<file path="src/rtl/sif_wa_sink.sv">
// SIF write-back sink: FWFT FIFO buffering WA writes toward a valid/ready memory port.
// Optional statistics counters are enabled by defining SIF_WA_STATS_EN.
module sif_wa_sink #(
    parameter int unsigned DEPTH    = 8,
    parameter int unsigned AW       = 16,
    parameter int unsigned DW       = 16,
    parameter int unsigned AF_LEVEL = 6
) (
    input  logic                   clk,
    input  logic                   rst_n,
    input  logic [AW-1:0]          wa_addr,
    input  logic [DW-1:0]          wa_data_wr,
    input  logic                   wa_wr_s,
    output logic                   mem_valid,
    input  logic                   mem_ready,
    output logic [AW-1:0]          mem_addr,
    output logic [DW-1:0]          mem_data,
    output logic [$clog2(DEPTH):0] level,
    output logic                   empty,
    output logic                   full,
    output logic                   almost_full,
    output logic                   ovf,
`ifdef SIF_WA_STATS_EN
    output logic [15:0]            wr_cnt,
    output logic [15:0]            drop_cnt,
`endif
    input  logic                   ovf_clr,
    input  logic                   flush
);

    localparam int unsigned PW = $clog2(DEPTH);
    localparam int unsigned LW = PW + 1;

    typedef struct packed {
        logic [AW-1:0] addr;
        logic [DW-1:0] data;
    } entry_t;

    entry_t          mem [DEPTH];
    logic [PW-1:0]   wr_ptr;
    logic [PW-1:0]   rd_ptr;
    logic            push_c;
    logic            pop_c;
    logic            drop_c;
    entry_t          head_c;

    // Status flags from registered level only
    always_comb begin
        empty       = (level == LW'(0));
        full        = (level == LW'(DEPTH));
        almost_full = (level >= LW'(AF_LEVEL));
    end

    // A push while full is rejected even when a pop frees space on the same edge
    always_comb begin
        push_c = wa_wr_s && !full && !flush;
        pop_c  = mem_valid && mem_ready && !flush;
        drop_c = wa_wr_s && full && !flush;
    end

    always_comb begin
        head_c    = mem[rd_ptr];
        mem_valid = !empty;
        mem_addr  = empty ? AW'(0) : head_c.addr;
        mem_data  = empty ? DW'(0) : head_c.data;
    end

    // Storage is deliberately left uncleared by reset
    always_ff @(posedge clk) begin
        if (rst_n && push_c) begin
            mem[wr_ptr] <= '{addr: wa_addr, data: wa_data_wr};
        end
    end

    always_ff @(posedge clk) begin
        if (!rst_n) begin
            wr_ptr <= '0;
            rd_ptr <= '0;
            level  <= '0;
            ovf    <= 1'b0;
        end else begin
            if (flush) begin
                wr_ptr <= '0;
                rd_ptr <= '0;
                level  <= '0;
            end else begin
                if (push_c) wr_ptr <= wr_ptr + PW'(1);
                if (pop_c)  rd_ptr <= rd_ptr + PW'(1);
                if (push_c && !pop_c) begin
                    level <= level + LW'(1);
                end else if (pop_c && !push_c) begin
                    level <= level - LW'(1);
                end
            end
            // Set wins over clear
            if (drop_c) begin
                ovf <= 1'b1;
            end else if (ovf_clr) begin
                ovf <= 1'b0;
            end
        end
    end

`ifdef SIF_WA_STATS_EN
    // Saturating counters of accepted and rejected pushes
    always_ff @(posedge clk) begin
        if (!rst_n || flush) begin
            wr_cnt   <= '0;
            drop_cnt <= '0;
        end else begin
            if (push_c && wr_cnt != 16'hFFFF)   wr_cnt   <= wr_cnt + 16'd1;
            if (drop_c && drop_cnt != 16'hFFFF) drop_cnt <= drop_cnt + 16'd1;
        end
    end
`endif

endmodule

</file>
<file path="config.mk">
export PLATFORM = sky130hd
export DESIGN_NAME = sif_wa_sink
export DESIGN_NICKNAME = d
export VERILOG_FILES = /design/src/rtl/sif_wa_sink.sv
export SDC_FILE = /design/constraint.sdc
export NUM_CORES = 1
export LEC_CHECK = 0
export ABC_CLOCK_PERIOD_IN_PS = 14200
export BUFFER_PORTS_ARGS = -buffer_cell sky130_fd_sc_hd__buf_2
export CAP_MARGIN = 20
export CORE_UTILIZATION = 35
export CTS_CLUSTER_DIAMETER = 30
export DETAILED_ROUTE_END_ITERATION = 6
export MAX_ROUTING_LAYER = met4
export SLEW_MARGIN = 20
export SYNTH_ARGS = -nofsm -noshare
export SYNTH_HDL_FRONTEND = slang
export SYNTH_SLANG_ARGS = --single-unit
</file>
<file path="constraint.sdc">
create_clock -name clk -period 14.2 [get_ports clk]
set_input_delay 4.26 -clock clk [delete_from_list [all_inputs] [get_ports clk]]
set_output_delay 4.26 -clock clk [all_outputs]
set_load 0.05 [all_outputs]
</file>
=== After elaboration in Yosys (flattened, before gate mapping) ===
Memories as Yosys holds them, arrays and structs flattened. A register that Yosys moved wholly into a read port is not among the register bits.
Cells that the tools add are included.

* Output and inout bits: 41
* Register bits: 11
* Memories: 1
* Word-level logic and storage cells: 40
* Bits in writable memories: 256
* Bits of input ports: 38

* Bitwise gates (word level): 1
* Mux-type cells: 10
* Magnitude comparators: 1
* Eq/ne operators: 1
* Reductions and logical operators: 18
* Add/sub/neg operators: 4

{| class="wikitable"
|+ Memory list
! memory !! words !! width !! rd ports !! clocked after memory_dff !! write ports !! line !! source
|-
| mem || 8 || 32 || 1 || 1 || 1 || 39 || <nowiki>entry_t mem [DEPTH];</nowiki>
|}

{| class="wikitable"
|+ Operator list
! kind !! number
|-
| $mux W16 || 2
|-
| $logic_and A1 B1 Y1 || 9
|-
| $mux W4 || 2
|-
| $add A3 B1 Y3 const B || 2
|-
| $mux W3 || 2
|-
| $logic_not A1 Y1 || 5
|-
| $add A4 B1 Y4 const B || 1
|-
| $eq A4 B4 Y1 const B || 1
|-
| $ge A4 B3 Y1 const B || 1
|-
| $logic_not A4 Y1 || 1
|-
| $mux W1 || 4
|-
| $reduce_bool A2 Y1 || 2
|-
| $sub A4 B1 Y4 const B || 1
|-
| $reduce_or A2 Y1 || 1
|-
| $not A1 Y1 || 1
|}

=== Depth between registers and ports, before layout ===
Gate-level depths: netlist (run 1).

* Depth in word-level cells: 8
* Depth in mapped cells: 11
* Mapped depth without buffers: 11

=== Worst setup path after synthesis (run 1) ===
No wires, ideal clock.

* Path type: input port to flip-flop
* Start point: in flush
* End point: mem mem[3][0] (netlist name) (enable)
* Path buffers: 0
* Arrival: 6.967 ns
* Required time: 13.739 ns
* Setup slack: 6.771 ns
* Library setup time: 0.461 ns
* Stages: 3
* Path through: nor3b_2 > nand2_1 > nor3_1

* Cells in the longest elaborated chain, start to end: 5

{| class="wikitable"
|+ Ends and longest elaborated chain
! item !! line !! source
|-
| start: declaration || 28 || <nowiki>input logic flush</nowiki>
|-
| $logic_not A1 Y1 || 56 || <nowiki>push_c = wa_wr_s && !full && !flush;</nowiki>
|-
| $logic_and A1 B1 Y1 || 56 ||
|-
| $logic_and A1 B1 Y1 || 70 || <nowiki>if (rst_n && push_c) begin</nowiki>
|-
| $mux W1 || 70 ||
|-
| $mux W1 (implied by the code) || 71 || <nowiki>mem[wr_ptr] <= '{addr: wa_addr, data: wa_data_wr};</nowiki>
|-
| end: declaration || 39 ||
|}

No other way between the ends.

==> results of run 1 <==
-- final cells by class --
| cell class | instances | area [um^2] | area share |
|---|---|---|---|
| clock buffers | 57 | 1340 | 0.102 |
| inverters | 4 | 17.5 | 0.00133 |
| multi-input cells | 189 | 2380 | 0.180 |
| repair buffers | 92 | 495 | 0.0375 |
| clock inverters | 41 | 512 | 0.0387 |
| flip-flops and latches | 270 | 7980 | 0.604 |
| well taps | 384 | 480 | 0.0364 |
-- kinds of logic after synthesis --
kind of cell	Yosys count	share of synthesized area
AO/OA/AOI/OAI	6	0.00347
XOR/XNOR	5	0.00490
adder cells (fa/ha/maj)	6	0.00789
buffers and inverters	27	0.0162
flip-flops	270	0.761
multiplexers	100	0.172
AND/OR/NAND/NOR	72	0.0344
-- placed cells by master, fill, tap and decap left out, types with 3 or more instances in the layout --
cell	Yosys	routed
clkbuf_16	0	53
nor2_4	0	4
nor3_2	0	4
dfxtp_1	14	11
buf_4	2	14
bufinv_16	0	10
clkbuf_1	4	4
clkinv_1	0	9
xnor2_1	3	3
mux2i_1	35	35
nand2_1	5	5
nand2b_1	4	4
nor2_1	49	45
edfxtp_1	256	256
a21oi_1	3	3
buf_2	11	78
clkinv_2	0	11
mux4_2	64	64
ha_1	5	5
inv_1	3	3
clkinv_4	0	5
-- tightest hold or removal path: stages (launching register included) --
cell      delay, ns
dfxtp_1        0.30
nand2b_1       0.06
a21boi_0       0.07
-- layer usage --
layer  part of all wire  vias up  track usage
li1                   -     2257            -
met1               0.41     2589        0.178
met2               0.51      149        0.245
met3              0.053       45       0.0315
met4              0.022        0       0.0493
met5                  0        -            -
-- registers in the layout, summed over array words and instances, names as in the netlist, named ones only --
signal / cells
wr_ptr: 3
mem: 256
rd_ptr: 3
ovf: 1
level: 4
-- through the flow --
step	power [mW]	cells	setup slack, ns
global route	2.32	1037	6.53
detailed placement	1.01	939	7.27
global placement	1.01	939	7.27
finish	2.25	1037	6.85
CTS	2.27	1037	6.71
floorplan	0.973	486	6.77
-- power groups by stage --
stage | logic (mW) | clock network (mW) | registers, mW
floorplan | 0.0760 | 0 | 0.897
global placement | 0.113 | 0 | 0.895
detailed placement | 0.115 | 0 | 0.896
CTS | 0.115 | 1.28 | 0.881
global route | 0.121 | 1.32 | 0.881
finish | 0.112 | 1.26 | 0.881
-- how the worst max path moves through the flow --
stage	startpoint	to	slack, ns	depth (start not counted)
floorplan	flush	mem[3][0]	6.77	3
global placement	flip-flop	mem_addr[1]	7.27	5
detailed placement	flip-flop	mem_addr[1]	7.27	5
CTS	flip-flop	mem_addr[1]	6.71	5
global route	flip-flop	mem_data[13]	6.53	5
finish	flip-flop	mem_addr[15]	6.85	5
==> results.md, run 1 <==
- Power density over the cells: 170 nW/um^2
- Relative slew slack: 0.371
- First-pass GRT wire length: ~32 mm
- Setup Buffers After CTS: 0
- P_sw: 481 uW
- Launch point of the worst reg-to-reg path: level[0]
- CP Buf/Inv Count: 2
- Fin area: 13200 um^2
- Sw frac: 0.214
- Seq/Total Area, Yosys: 0.761
- Pins Over Slew Limit: 0
- Clk buf depth: 3
- Fin Hold WS: 0.478 ns
- Die footprint: between 30000 and 40000 um^2
- Slowest cell on crit path: buf_4
- Worst-path clk slew: roughly 0.040 ns
- Htree depth: 2
- Status: complete, no violations
- Vias per cell: 4.86
- Mean Syn Cell Area: 21.5 um^2
- Synth warn: 0
- CP arrival: 3.09 ns
- Drt first pass iters: 4
- Worst path cell trace: buf_4 > mux4_2 > mux2i_1 > nor2_1 > buf_2
- Antenna diodes: 0
- Worst Hold Class: reg -> reg
- HP Start: ovf
- Initial antenna violation count: 0
- Pin count of the biggest net entering global routing: 65
- MaxCap Viol Count: 0
- Logic pwr share: 0.050
- Cell Area, Placed: 11400 um^2
- Startpoint class of the critical path: flip-flop
- Post-synthesis net count: between 500 and 600
- Leakage power: between 4 and 5 nW
- Starting density of the core: 0.360
- Die Ht: between 150 and 200 um
- Largest cells by area after synthesis: edfxtp_1, mux4_2, mux2i_1, dfxtp_1, nor2_1
- Vias in the first global route: 5541
- Clock skew: 0.0202 ns
- Worst Hold Endpoint: ovf
- Achievable Freq: 136 MHz
- Critical Path RT: about 9.9 ns
- Global route overflow: 0
- Internal power: 1.77 mW
- Sequential share of power: 0.391
- Routed wire length: 21.0 mm
- Ports: 79
- Worst-path fanout max: 44
- Post-Syn Area: 10500 um^2
- Post-synth ARST share: 0
- WL per Instance: 20.3 um
- Critical Path Sink Type: output pin
- DRT iter0 DRCs: 366
- Top cell type's share of synthesized area: 0.734
- Die width: 175 um
- CORE AREA: 29100 um^2
- Gpl congestion: between 0.6 and 0.7
- Post-CTS sizing: 0
- Crit Path Class: reg -> out
- Buffers on Ports: 78
- # rows: 62
- Layout Nets: 653
- Register-to-Register Path Depth: 11
- CP delay by family, top: buffers and inverters
- Via count: slightly above 5000
- CP peak stage delay: between 0.7 and 0.8 ns
- R2r endpoint: level[3]
- Syn-to-layout area delta: 26.1%
- Library cells used by synthesis: 33
- DP HPWL: roughly 12 mm
- Minimum clock period: between 7 and 8 ns
- GRT Total Usage: 0.147
- RSZ-0062 raised after global routing: false
- Layout cell share with drive strength beyond 1: 0.398
- Fill cells: 2479
- Final core occ: 0.454
- Tcrit/Tclk final: 0.518
- Final Hold Fails: 0
- CTS tree: built
- Top post-synthesis cells by count: edfxtp_1, mux4_2, nor2_1
- Cts hold-fix bufs: 0
- Mapped Cells: 486
- Residual DRC count: 0
- Worst vdd ir: between 0.0001 and 0.00015 V
- Worst skew pair latency: 0.55 ns
- Clock sinks: 270
- Most frequent cell after synthesis: edfxtp_1
- R2R Setup Slk: 11.04 ns
- Worst-margin pin slew: approximately 0.94 ns
- Hold Crit Depth: 2
- Routed Antenna Nets: 0
- TritonCTS Buffers: 52
- Root Driver: clkbuf_16
- Synthesized flop and latch total: between 200 and 300
- Final setup violation count: 0
- Yosys top cell by area: edfxtp_1
- Clock power share: 0.559
- Most used DFF post-synth: edfxtp_1
- Post-synth EDFFs: 256
- TNS Setup: 0 ns
Note: power is estimated with default switching activity, not from simulation.
==> inputs of run 2 (changes only) <==
--- a/config.mk
+++ b/config.mk
@@ -5,7 +5,7 @@
 export SDC_FILE = /design/constraint.sdc
 export NUM_CORES = 1
 export LEC_CHECK = 0
-export ABC_CLOCK_PERIOD_IN_PS = 14200
+export ABC_CLOCK_PERIOD_IN_PS = 7400
 export BUFFER_PORTS_ARGS = -buffer_cell sky130_fd_sc_hd__buf_2
 export CAP_MARGIN = 20
 export CORE_UTILIZATION = 35
==> constraint.sdc (replaced) <==
create_clock -name clk -period 7.4 [get_ports clk]
set_input_delay 2.22 -clock clk [delete_from_list [all_inputs] [get_ports clk]]
set_output_delay 2.22 -clock clk [all_outputs]
set_load 0.05 [all_outputs]
==> run 2 against run 1 <==
  * Power increased by 76%
  * Critical endpoint is now mem_addr[6]
  * Non-clock buffer count unchanged
  * Clock power increased by 62%
==> results.md, run 2 (same netlist as run 1, synthesis figures left out) <==
- Status: complete, no violations
- CORE AREA: 29100 um^2
- Cts hold-fix bufs: 0
- First-pass GRT wire length: 32.9 mm
- Clock skew: roughly 0.033 ns
- Startpoint class of the critical path: flip-flop
- Minimum clock period: ~5.3 ns
- Relative slew slack: 0.343
- WL per Instance: 20.9 um
- GRT Total Usage: 0.150
- TritonCTS Buffers: 50
- Vias per cell: 4.88
- Total power: around 4.0 mW
- Routed Antenna Nets: 0
- Ports: 79
- Critical Path Sink Type: output pin
- Commonest cells after routing, fill and taps aside: edfxtp_1, buf_2, mux4_2
- CP arrival: between 3 and 4 ns
- Root Driver: clkbuf_16
- Worst Hold Class: reg -> reg
- Global route overflow: 0
- Final setup violation count: 0
- Power density over the cells: 305 nW/um^2
- Setup Buffers After CTS: 0
- Worst-path fanout max: 45
- FF+latch area: between 7000 and 8000 um^2
- Gpl congestion: 0.709
- CTS tree: built
- Cell Area, Placed: 11400 um^2
- DRT iter0 DRCs: 332
- Layout cell share with drive strength beyond 1: 0.397
- Achievable Freq: 190 MHz
- Syn-to-layout area delta: 23.5%
- MaxCap Viol Count: 0
- Via count: between 5000 and 6000
- Vias in the first global route: 5633
- Fin Hold WS: 0.489 ns
- Buffers on Ports: between 70 and 80
- Pins Over Slew Limit: 0
- Pin count of the biggest net entering global routing: 65
- Clock sinks: 270
- Crit Path Class: reg -> out
- Final Hold Fails: 0
- Worst vdd ir: 0.000169 V
- RSZ-0062 raised after global routing: false
- Die width: 175 um
- Routed wire length: 21.6 mm
- DP HPWL: roughly 12 mm
- R2R Setup Slk: 4.26 ns
- Starting density of the core: 0.360
- Max reg flops: 256
- Htree depth: 2
- Layout Nets: about 650
- Tcrit/Tclk final: 0.710
- TNS Setup: 0 ns
- Worst skew pair latency: 0.55 ns
- Worst-margin pin slew: 0.986 ns
- Residual DRC count: 0
- Die footprint: ~30000 um^2
- Largest regs: mem x256, level x4
- Biggest register: mem
- Worst-path clk slew: 0.05 ns
- Multi-input logic area: roughly 2400 um^2
- Fill cells: about 2500
- # rows: 62
- Drt first pass iters: 4
- Die Ht: approximately 170 um
- Fin area: 12900 um^2
- Clk buf depth: 3
- Initial antenna violation count: 2
- Leakage power: 4.19 nW
- Most common cell after layout, fill and taps aside: edfxtp_1
- Post-CTS sizing: 0
- Critical Path RT: approximately 5.2 ns
-- run 2: area by class of cell --
| class | count | share of cell area |
|---|---|---|
| diodes | 2 | 0.000387 |
| clock buffers | 55 | 0.0982 |
| clock inverters | 38 | 0.0238 |
| inverters | 4 | 0.00135 |
| multi-input cells | 189 | 0.184 |
| flip-flops and latches | 270 | 0.617 |
| well taps | 384 | 0.0371 |
| repair buffers | 92 | 0.0383 |
-- run 2: through the flow --
| step | setup slack [ns] | cells | utilization |
|---|---|---|---|
| CTS | 2.02 | 1032 | 0.445 |
| detailed placement | 2.58 | 939 | 0.390 |
| floorplan | 2.01 | 486 | - |
| finish | 2.15 | 1034 | 0.445 |
| global route | 1.85 | 1034 | 0.445 |
| global placement | 2.62 | 939 | 0.390 |
-- run 2: worst paths after layout --
path,startpoint,endpoint,cells after the start
max,flip-flop,mem_addr[6],5
min,ovf,ovf,2
max reg2reg,level[0],level[3],11
min reg2reg,ovf,ovf,2
-- run 2: routing by layer --
layer  track usage  routed length [um]  up-vias
met1         0.181                8950     2617
met2         0.253               11000      140
met4        0.0424                 327        0
met3        0.0344                1280       31
met5             -                   0        -
li1              -                   -     2258
-- run 2: report_power, final --
| part | switching [mW] | total (mW) | internal, mW | leakage [nW] |
|---|---|---|---|---|
| Combinational | 0.159 | 0.214 | 0.0557 | 1.03 |
| Clock | 0.757 | 2.04 | 1.29 | 0.736 |
| Sequential | 0.00867 | 1.69 | 1.68 | 2.42 |
| Total | 0.924 | 3.95 | 3.03 | 4.19 |
-- run 2: worst max-delay path: stages, from the launching register on --
cell,delay (ns)
dfxtp_4,0.96
buf_4,0.52
mux4_2,0.55
mux2i_1,0.17
nor2_1,0.06
buf_2,0.23
==> inputs of run 3 (changes only) <==
--- a/config.mk
+++ b/config.mk
@@ -5,7 +5,7 @@
 export SDC_FILE = /design/constraint.sdc
 export NUM_CORES = 1
 export LEC_CHECK = 0
-export ABC_CLOCK_PERIOD_IN_PS = 7400
+export ABC_CLOCK_PERIOD_IN_PS = 4300
 export BUFFER_PORTS_ARGS = -buffer_cell sky130_fd_sc_hd__buf_2
 export CAP_MARGIN = 20
 export CORE_UTILIZATION = 35
==> constraint.sdc (replaced) <==
create_clock -name clk -period 4.3 [get_ports clk]
set_input_delay 1.29 -clock clk [delete_from_list [all_inputs] [get_ports clk]]
set_output_delay 1.29 -clock clk [all_outputs]
set_load 0.05 [all_outputs]
==> run 3 against run 2 <==
  * Non-clock buffer count increased by 7
  * Flip-flop and latch count did not move
  * Critical path depth did not move
  * Power is 80% higher
  * Cell count rose by 0.39%
  * Via count about the same
  * Largest cell class unchanged
  * Largest power group unchanged
==> results.md, run 3 (same netlist as run 1, synthesis figures left out) <==
- Status: complete, no violations
- Critical Path RT: between 3 and 4 ns
- Cts hold-fix bufs: 0
- Initial antenna violation count: 2
- CP arrival: 2.47 ns
- Global route overflow: 0
- Clock skew: approximately 0.030 ns
- Pin count of the biggest net entering global routing: 40
- M1 wire length: 9.14 mm
- Starting density of the core: 0.360
- Achievable Freq: 266 MHz
- Die footprint: 30600 um^2
- Routed wl met2: 10.3 mm
- # rows: 62
- Routed wire length: 20.7 mm
- MaxCap Viol Count: 0
- DP Cell Count: approximately 950
- Worst Hold Class: reg -> reg
- Residual DRC count: 0
- Fin area: ~13000 um^2
- Worst vdd ir: about 0.00033 V
- Largest regs: mem x256, level x4
- Root Driver: clkbuf_16
- Gpl congestion: 0.724
- Die Ht: 175 um
- Slack of the critical path: 0.544 ns
- Clk buf depth: 3
- Worst-path fanout max: 39
- CTS tree: built
- Leakage power: 4.29 nW
- Post-CTS sizing: 0
- Worst path cell trace: buf_4 > mux4_2 > mux2i_1 > nor2_1 > buf_2
- Routed Antenna Nets: 0
- Worst-path clk slew: 0.05 ns
- Critical Path Sink Type: output pin
- DP HPWL: 12.0 mm
- Pre-CTS setup slack: 0.889 ns
- CP peak stage delay: around 0.74 ns
- Ports: around 80
- Cell Area, Placed: 11500 um^2
- Final Hold Fails: 0
- Biggest register: mem
- Setup Buffers After CTS: 0
- RSZ-0062 raised after global routing: false
- Relative slew slack: 0.557
- Pins Over Slew Limit: 0
- Clock sinks: 270
- Syn-to-layout area delta: 25.6%
- Final setup violation count: 0
- TNS Setup: 0 ns
- Commonest cells after routing, fill and taps aside: edfxtp_1, buf_2, mux4_2
- Vias per cell: 4.86
- Buffers on Ports: 78
- Power density over the cells: 539 nW/um^2
- First-pass GRT wire length: ~32 mm
- Startpoint class of the critical path: flip-flop
- Total power: between 7 and 8 mW
- Slowest cell on crit path: dfxtp_4
- Max reg flops: between 200 and 300
- Tcrit/Tclk final: 0.873
- Worst-margin pin slew: 0.663 ns
- TritonCTS Buffers: 50
- Minimum clock period: around 3.8 ns
- DRT iter0 DRCs: 314
- Vias in the first global route: 5532
- GRT Total Usage: 0.145
- Via count: around 5000
- Met3 WL: 919 um
- Die width: around 170 um
- Fin cells: 1038
- Htree depth: 2
- Layout Nets: 658
- Worst skew pair latency: 0.55 ns
- Top Metal Used: met4
- Most common cell after layout, fill and taps aside: edfxtp_1
- CORE AREA: 29100 um^2
- WL per Instance: 19.9 um
- Crit Path Class: reg -> out
- Drt first pass iters: 4
- Layout cell share with drive strength beyond 1: 0.403
[run 3: cell types whose count changed in the layout (fill, tap and decap cells not counted)]
cell	previous run	this run
inv_6	5	4
clkinv_2	8	6
nor3_4	0	2
bufinv_16	1	6
buf_4	14	17
buf_12	0	4
clkinvlp_4	12	9
nor3_2	4	2
clkbuf_1	5	3
[run 3: worst max-delay path: cells and delay by family, from the launching register on]
family | cells | cell delay, ns
simple gates | 1 | 0.06
mux | 2 | 0.50
buf+inv | 2 | 0.61
flops | 1 | 0.74
[run 3: path summary, 6_finish.rpt]
kind	from	to	slack [ns]	cells after the start
worst max-delay path	flip-flop	mem_addr[2]	0.54	5
worst min-delay path	ovf	ovf	0.47	2
worst max register to register	level[0]	level[3]	1.20	11
worst min register to register	ovf	ovf	0.47	2
[run 3: metal layers]
layer  up-vias  GRT usage
met5         -          -
met1      2629      0.184
met2       119      0.229
li1       2265          -
met3        35     0.0339
met4         0     0.0471
[run 3: cell type report]
cell class | instances | area, um^2
multi-input combinational | 189 | 2400
inverter | 4 | 17.5
clock buffer | 53 | 1260
sequential | 270 | 7980
tap | 384 | 480
clock inverter | 37 | 417
timing repair buffer | 99 | 598
antenna | 2 | 5.00
fill | 2482 | 15900
[run 3: metrics by stage]
stage	utilization	hold WS (ns)
after floorplan	-	0.476
after global placement	0.394	0.473
after detailed placement	0.394	0.474
after CTS	0.452	0.480
after global routing	0.452	0.529
final	0.452	0.474
[run 3: power breakdown]
group | leakage, nW | switching (mW) | internal, mW
Clock | 0.792 | 1.31 | 2.50
Combinational | 1.08 | 0.276 | 0.0984
Sequential | 2.42 | 0.0103 | 2.90
